`config.mk`:
```
export PLATFORM = sky130hd
export DESIGN_NAME = rng_share_arb
export DESIGN_NICKNAME = d
export VERILOG_FILES = /design/src/rtl/rng_share_arb.sv
export SDC_FILE = /design/constraint.sdc
export NUM_CORES = 1
export LEC_CHECK = 0
export BUFFER_PORTS_ARGS = -buffer_cell sky130_fd_sc_hd__buf_2
export CORE_MARGIN = 4
export CORE_UTILIZATION = 50
export DETAILED_ROUTE_END_ITERATION = 8
export GPL_TIMING_DRIVEN = 0
export PLACE_DENSITY = 0.73
export SETUP_SLACK_MARGIN = 0.2
export SKIP_LAST_GASP = 1
export SLEW_MARGIN = 5
export SYNTH_ARGS = -nofsm -noshare
export SYNTH_HDL_FRONTEND = slang
export SYNTH_SLANG_ARGS = --single-unit
```
`constraint.sdc`:
```
create_clock -name i_clk -period 2.06 [get_ports i_clk]
set_clock_uncertainty 0.15 [all_clocks]
set_input_delay 0.103 -clock i_clk [delete_from_list [all_inputs] [get_ports i_clk]]
set_output_delay 0.103 -clock i_clk [all_outputs]
set_load 0.005 [all_outputs]
```
`src/rtl/rng_share_arb.sv`:
```
// rng_share_arb: round-robin arbiter that shares one 4-bit maximal-length LFSR
// (x^4+x^3+1, period 15) among NREQ requesters over a req/ack handshake.
// Each grant steps the LFSR once and returns the new nibble. The block also
// handles seeding, active-low grant enable and the wrap carry pulse.
//
// Optional build macro: RNG_FREE_RUN_EN
//   defined   - LFSR also steps every idle cycle with enable_n low and no grant
//               or seed load (timing-dependent entropy); carry only on grants.
//   undefined - LFSR steps only on grants (deterministic sequence per grant).
module rng_share_arb #(
    parameter int unsigned NREQ     = 4,
    parameter logic [3:0]  SEED_RST = 4'b0001
) (
    input  logic            i_clk,
    input  logic            i_rst,
    input  logic            i_enable_n,
    input  logic [NREQ-1:0] i_req,
    input  logic            i_seed_load,
    input  logic [3:0]      i_seed_in,
    output logic [NREQ-1:0] o_ack,
    output logic [3:0]      o_rnd_out,
    output logic            o_carry,
    output logic            o_busy
);

    localparam int unsigned PW = (NREQ > 1) ? $clog2(NREQ) : 1;

    typedef enum logic [1:0] {
        StIdle,
        StGrant,
        StRecover
    } state_e;

    // Registered state
    state_e          r_state;
    logic [3:0]      r_lfsr;
    logic [3:0]      r_seed;
    logic [PW-1:0]   r_ptr;
    logic [PW-1:0]   r_g;
    logic [NREQ-1:0] r_ack;
    logic [3:0]      r_rnd;
    logic            r_carry;

    // Next-state values
    state_e          w_state_d;
    logic [3:0]      w_lfsr_d;
    logic [3:0]      w_seed_d;
    logic [PW-1:0]   w_ptr_d;
    logic [PW-1:0]   w_g_d;
    logic [NREQ-1:0] w_ack_d;
    logic [3:0]      w_rnd_d;
    logic            w_carry_d;

    // Helpers
    logic [3:0]      w_lfsr_step;
    logic [3:0]      w_seed_fix;
    logic [PW-1:0]   w_pick;
    logic            w_pick_vld;
    logic [PW-1:0]   w_pick_idx;
    logic [PW-1:0]   w_ptr_inc;

    // One LFSR step; the all-zero state is unreachable because seeds are forced nonzero.
    assign w_lfsr_step = {r_lfsr[2:0], r_lfsr[3] ^ r_lfsr[2]};

    // A zero seed would lock the LFSR, so it is replaced by 0001.
    assign w_seed_fix = (i_seed_in == 4'b0000) ? 4'b0001 : i_seed_in;

    // Pointer advances past the granted requester, wrapping at NREQ.
    assign w_ptr_inc = (r_g == PW'(NREQ - 1)) ? '0 : r_g + PW'(1);

    // Cyclic priority search: first requester at or after r_ptr.
    always_comb begin
        w_pick     = '0;
        w_pick_vld = 1'b0;
        w_pick_idx = '0;
        for (int unsigned i = 0; i < NREQ; i++) begin
            w_pick_idx = PW'((32'(r_ptr) + i) % NREQ);
            if (!w_pick_vld && i_req[w_pick_idx]) begin
                w_pick     = w_pick_idx;
                w_pick_vld = 1'b1;
            end
        end
    end

    // FSM next-state and registered-output next values.
    always_comb begin
        w_state_d = r_state;
        w_lfsr_d  = r_lfsr;
        w_seed_d  = r_seed;
        w_ptr_d   = r_ptr;
        w_g_d     = r_g;
        w_ack_d   = r_ack;
        w_rnd_d   = r_rnd;
        w_carry_d = r_carry;

        unique case (r_state)
            StIdle: begin
                if (i_seed_load) begin
                    // Seed load wins over a same-cycle grant.
                    w_lfsr_d = w_seed_fix;
                    w_seed_d = w_seed_fix;
                end else if (!i_enable_n && w_pick_vld) begin
                    w_g_d     = w_pick;
                    w_state_d = StGrant;
                end
`ifdef RNG_FREE_RUN_EN
                else if (!i_enable_n) begin
                    w_lfsr_d = w_lfsr_step;
                end
`endif
            end

            StGrant: begin
                w_ack_d      = '0;
                w_ack_d[r_g] = 1'b1;
                w_rnd_d      = w_lfsr_step;
                w_lfsr_d     = w_lfsr_step;
                w_carry_d    = (w_lfsr_step == r_seed);
                w_ptr_d      = w_ptr_inc;
                w_state_d    = StRecover;
            end

            StRecover: begin
                // req is ignored here so the granted requester can drop it.
                w_ack_d   = '0;
                w_carry_d = 1'b0;
                w_state_d = StIdle;
            end

            default: begin
                w_state_d = StIdle;
            end
        endcase
    end

    // State register with synchronous reset; reset aborts any grant in flight.
    always_ff @(posedge i_clk) begin
        if (i_rst) begin
            r_state <= StIdle;
            r_lfsr  <= SEED_RST;
            r_seed  <= SEED_RST;
            r_ptr   <= '0;
            r_g     <= '0;
            r_ack   <= '0;
            r_rnd   <= 4'b0000;
            r_carry <= 1'b0;
        end else begin
            r_state <= w_state_d;
            r_lfsr  <= w_lfsr_d;
            r_seed  <= w_seed_d;
            r_ptr   <= w_ptr_d;
            r_g     <= w_g_d;
            r_ack   <= w_ack_d;
            r_rnd   <= w_rnd_d;
            r_carry <= w_carry_d;
        end
    end

    assign o_ack     = r_ack;
    assign o_rnd_out = r_rnd;
    assign o_carry   = r_carry;
    assign o_busy    = (r_state != StIdle);

endmodule

```
==> results.cfg, run 1 <==
[status]
status = finished, violations left
violations = hold timing

[floorplan]
die_area_sq_um = 3170
fp.dieH_um = 56.3
boundaryPins = 22
core_sq_um = 2210
rows = 17
start_util = 0.527
die_w_um = 56.3

[drt]
dr.first_iter.drc_count = 19
route.vias.total = 1012
drc = 0
drtPass1Iterations = 4
drt-vias-per-instance = 5.22
wl_per_cell_um = 13.5
antenna_left = 0
wl_um = 2620

[cts]
cts_tree = done
clk_latency_ps = 310
clock_sinks = 23
clkTransAtPathRegs_ps = 130
cts_buffer_depth = 2
cts_buffers = 3
root_buffer = clkbuf_4
cts_max_level = 1

[critical_path]
cp-end-kind = register
cp-start-kind = register
cp.required_ps = 2130
worstPathMaxFanout = 3
setup.worst_path.class = register to register
crit_arrival_ps = 1900

[power_and_ir_drop]
vdd_drop_max_uv = 361
p_sw_frac = 0.288
intPower_mw = 0.654
p_leak_nw = 0.660
switchingPower_mw = 0.265
power_frac_comb = 0.234
pwr-share-clk = 0.225
power.density_nw_per_um2 = 624
p_seq_frac = 0.541

[job]
maxCapViolCount = 0

[sta]
setup_viol = 0
rsz0062_at_grt = true
hold_violations = 1
timing.setup.tns_ps = 0
worst_pin_slew_ps = 847
fmax_mhz = 546
fin_crit_sh = 0.889
whs_ps = -29.6
period_needed_ps = 1830
relSlewSlack = 0.430
slew_viol_final = 0

[global_routing]
grt_start_max_net_pins = 14
grt_pass1_vias = 1031
grt_pass1_wl_um = 4370
grt_overflow = 0
grtUsageTotal = 0.173
antenna_found_initial = 0

[yosys]
netlist_area_sq_um = 1170
ys_seq_area_frac = 0.395
avgSynthCellArea_sq_um = 9.11
synth_nets = 147
synth-main-ff-cell = dfxtp_1
syn_inst = 128
ys_types = 34
synth_seq_cells = 23
synth_edf_count = 0
ys_warn_count = 0
postSynth.asyncResetShare = 0

[place]
dpl.hpwl_um = 1720
portBuffers = 20
gp_congestion = 0.875

[cells_and_area]
multi_input_area_sq_um = 663
final-seq-area_sq_um = 463
fin_util = 0.666
area_growth_pct = 26.3
nets = 186
layout-drive-gt1-share = 0.271
diodes = 0
fill_cells = 177

[worst_hold_path]
hp-class = input port to register
==> final timing paths <==
path	start	to	slack, ps	depth (start not counted)
setup / recovery	r_state[1]	r_g[0]	230	6
hold / removal	i_seed_load	r_seed[2]	-30	3
setup reg to reg	r_state[1]	r_g[0]	230	6
hold reg to reg	o_ack[1]	o_ack[1]	330	2
==> power groups by stage <==
stage                     clock [mW]  sequential [mW]  combinational, mW
after floorplan                    0            0.502              0.130
after global placement             0            0.505              0.175
after detailed placement           0            0.506              0.179
after CTS                      0.215            0.496              0.200
after global routing           0.235            0.501              0.240
final                          0.207            0.497              0.215
==> cells in the mapped netlist, types with 2 or more instances <==
library cell	count	area share
dfxtp_1	23	0.39
nor2_1	13	0.042
a21oi_1	10	0.043
mux2i_1	9	0.077
inv_1	8	0.026
nand2_1	8	0.026
ha_1	7	0.075
nor2b_1	6	0.032
nor3_1	4	0.017
xor2_1	4	0.030
a211oi_1	3	0.019
nand2b_1	3	0.016
nand3_1	3	0.013
o21ai_0	3	0.013
buf_2	2	0.0086
clkbuf_1	2	0.0064
o211ai_1	2	0.013
o41ai_2	2	0.028
==> repair_timing <==
action                     in CTS  in global routing
pin swaps                       1                  3
hold buffers                    9                  0
setup buffers                   2                  4
gates resized for setup         2                  5
setup endpoints to repair       2                  5
hold endpoints to repair        9                  0
==> layout by cell type (no fill, tap or decap), types with 2 or more instances in the layout <==
cell type	instances
xor2_1	4
buf_4	6
buf_2	22
dlygate4sd3_1	8
nand2b_1	3
nand3_1	3
o41ai_2	2
mux2i_1	9
o211ai_1	2
nor3_1	4
dfxtp_2	2
a211oi_1	3
clkbuf_4	3
dfxtp_1	21
nand2_1	8
clkbuf_1	2
ha_1	6
nor2b_1	6
nor2_1	13
o21ai_0	3
inv_2	2
a21oi_1	9
inv_1	6
==> cell families after synthesis <==
family	share of synthesized area
XOR/XNOR	0.0376
adder cells (fa/ha/maj)	0.0751
multiplexers	0.0869
buffers and inverters	0.0504
AND/OR/NAND/NOR	0.187
flip-flops	0.395
AO/OA/AOI/OAI	0.168
==> stage by stage <==
step,hold slack (ps),worst slack (ps),power (mW),cell area [sq um],std cells
4_1_cts,1.19,217,0.911,1440,191
5_1_grt,29.4,176,0.976,1470,194
2_1_floorplan,113,257,0.632,1170,128
6_report,-29.6,228,0.919,1470,194
3_5_place_dp,254,150,0.686,1300,176
3_3_place_gp,252,177,0.680,1300,176
==> worst max-delay path: stages (launching register included) <==
cell,delay (ps)
dfxtp_2,350
inv_2,80
ha_4,130
buf_6,90
or3b_4,380
or2_4,250
o41ai_2,320
==> per-layer routing <==
metal / vias up / global-route usage / wire [um]
li1: 519 / - / -
met1: 454 / 0.216 / 1220
met2: 31 / 0.284 / 1200
met3: 8 / 0.0253 / 128
met4: 0 / 0.0915 / 64
met5: - / 0 / 0
==> sequential cells by signal, indices dropped and copies added (netlist names) <==
signal	flops
r_seed	4
r_g	2
o_carry	1
r_lfsr	4
o_ack	4
r_state	2
r_ptr	2
o_rnd_out	4
==> final cells by class <==
type / instances / area share
Multi-Input combinational cell: 92 / 0.450
Sequential cell: 23 / 0.314
Timing Repair Buffer: 34 / 0.153
Tap cell: 28 / 0.0238
Inverter: 8 / 0.0204
Buffer: 5 / 0.0195
Clock buffer: 3 / 0.0153
Clock inverter: 1 / 0.00340
Power figures use the tool's default switching activity.
==> inputs of run 2 (changes only) <==
Settings changed: GPL_ROUTABILITY_DRIVEN set to 0, PLACE_DENSITY 0.73 to not set, PLACE_DENSITY_LB_ADDON set to 0.3.
==> run 2 against run 1 <==
- the flow still finishes with violations (hold timing)
- hold slack improved by 13 ps
- design area decreased by 1.0%
- count of clock-buffer cells in the layout unchanged
- setup slack improved by 15 ps
- fmax increased by 0.84%
- global-route usage increased by 0.53 points
- cell count decreased by 1.5%
- sequential power about the same
- via count increased by 0.40%
- critical path depth increased by 1
- die area unchanged
==> results.cfg, run 2 (synthesized netlist as in run 1, its figures left out) <==
[critical_path]
crit_chain = inv_4 > ha_4 > buf_6 > buf_4 > nand3_1 > dlygate4sd3_1 > a21oi_1
r2r_start = r_state[0]
cp-end-kind = register
worstPathMaxFanout = 8
r2r_end = r_seed[2]
cp.required_ps = 2100
cp-start-kind = register
setup.worst_path.class = register to register
ff2ff_setup_slack_ps = 240
max_stage_delay_ps = 550
crit_arrival_ps = 1860
reg2reg_depth = 7
crit_slowest_cell = dlygate4sd3_1

[cts]
clkTransAtPathRegs_ps = 140
clk_latency_ps = 330
cts_buffers = 3
cts_buffer_depth = 2
clock_sinks = 23
root_buffer = clkbuf_4
cts_tree = done
cts_max_level = 1

[cells_and_area]
multi_input_area_sq_um = 663
diodes = 0
final-seq-area_sq_um = 463
fill_cells = 188
stdcell_count = 191
nets = 183
area_growth_pct = 25.0
layout-drive-gt1-share = 0.252
final_cell_area_sq_um = 1460
fin_util = 0.659
final_cell_mix = 22 x buf_2, 21 x dfxtp_1, 13 x nor2_1
final_common_cell = buf_2

[drt]
antenna_left = 0
wl_per_cell_um = 13.4
wl_um = 2560
drt-vias-per-instance = 5.32
drc = 0
route.vias.total = 1016
dr.first_iter.drc_count = 14
drtPass1Iterations = 4

[sta]
slew_viol_final = 0
setup_viol = 0
hold_violations = 2
rsz0062_at_grt = false
relSlewSlack = 0.473
fin_crit_sh = 0.882
fin_ws_ps = 243
fmax_mhz = 550
timing.setup.tns_ps = 0
period_needed_ps = 1820
whs_ps = -16.4
worst_pin_slew_ps = 783

[floorplan]
fp.dieH_um = 56.3
rows = 17
start_util = 0.527
boundaryPins = 22
core_sq_um = 2210
die_area_sq_um = 3170
die_w_um = 56.3

[global_routing]
antenna_found_initial = 0
grtUsageTotal = 0.178
grt_pass1_vias = 1026
grt_overflow = 0
grt_start_max_net_pins = 15
grt_pass1_wl_um = 4530

[place]
portBuffers = 20
dp.cells = 176
dpl.hpwl_um = 1810
placed_cell_area_sq_um = 1300
post-place-ws_ps = 158

[power_and_ir_drop]
p_leak_nw = 0.643
p_total_mw = 0.929
vdd_drop_max_uv = 649
power.density_nw_per_um2 = 637

[worst_hold_path]
whs_path_depth = 3
min_to = r_seed[1]
worstHoldStart = i_seed_load
hp-class = input port to register

[status]
status = finished, violations left
violations = hold timing

[job]
maxCapViolCount = 0
==> run 2: worst max-delay path by stage <==
| stage | to | slack (ps) | from | depth (start not counted) |
|---|---|---|---|---|
| 2_1_floorplan | r_g[0] | 260 | r_state[0] | 6 |
| 3_3_place_gp | r_g[0] | 190 | r_state[0] | 6 |
| 3_5_place_dp | r_g[0] | 160 | r_state[0] | 6 |
| 4_1_cts | r_g[0] | 220 | r_state[0] | 6 |
| 5_1_grt | r_seed[2] | 190 | r_state[0] | 7 |
| 6_report | r_seed[2] | 240 | r_state[0] | 7 |
==> run 2: layer usage <==
metal  wire, um  global-route usage  up-vias
met3        124              0.0437        5
met1       1180               0.235      471
met5          0                   0        -
met4         30              0.0508        0
met2       1220               0.287       23
li1           -                   -      517
==> run 2: final cells by class <==
type                    count  share of cell area
flip-flops and latches     23               0.318
well taps                  28              0.0240
clock inverters             1             0.00515
repair buffers             31               0.141
clock buffers               3              0.0155
multi-input cells          92               0.455
plain buffers               5              0.0197
inverters                   8              0.0223
==> run 2: timing repair <==
item / 4_1_cts / 5_1_grt
setup buffers: 2 / 0
hold buffers: 11 / 0
pin swaps: 0 / 3
endpoints found under the setup margin: 2 / 5
resized for setup: 3 / 5
endpoints found under the hold margin: 11 / 0
==> run 2: worst max-delay path, delay by kind of cell (launching register included) <==
kind,cells,cell delay [ps]
buffers and inverters,4,860
flip-flops,1,390
adder cells (fa/ha/maj),1,150
AND/OR/NAND/NOR,1,70
AO/OA/AOI/OAI,1,60
==> run 2: power by group <==
part	switching [mW]	internal, mW	total (mW)
Clock	0.145	0.0743	0.219
Combinational	0.107	0.105	0.212
Sequential	0.0239	0.474	0.498
Total	0.275	0.653	0.929
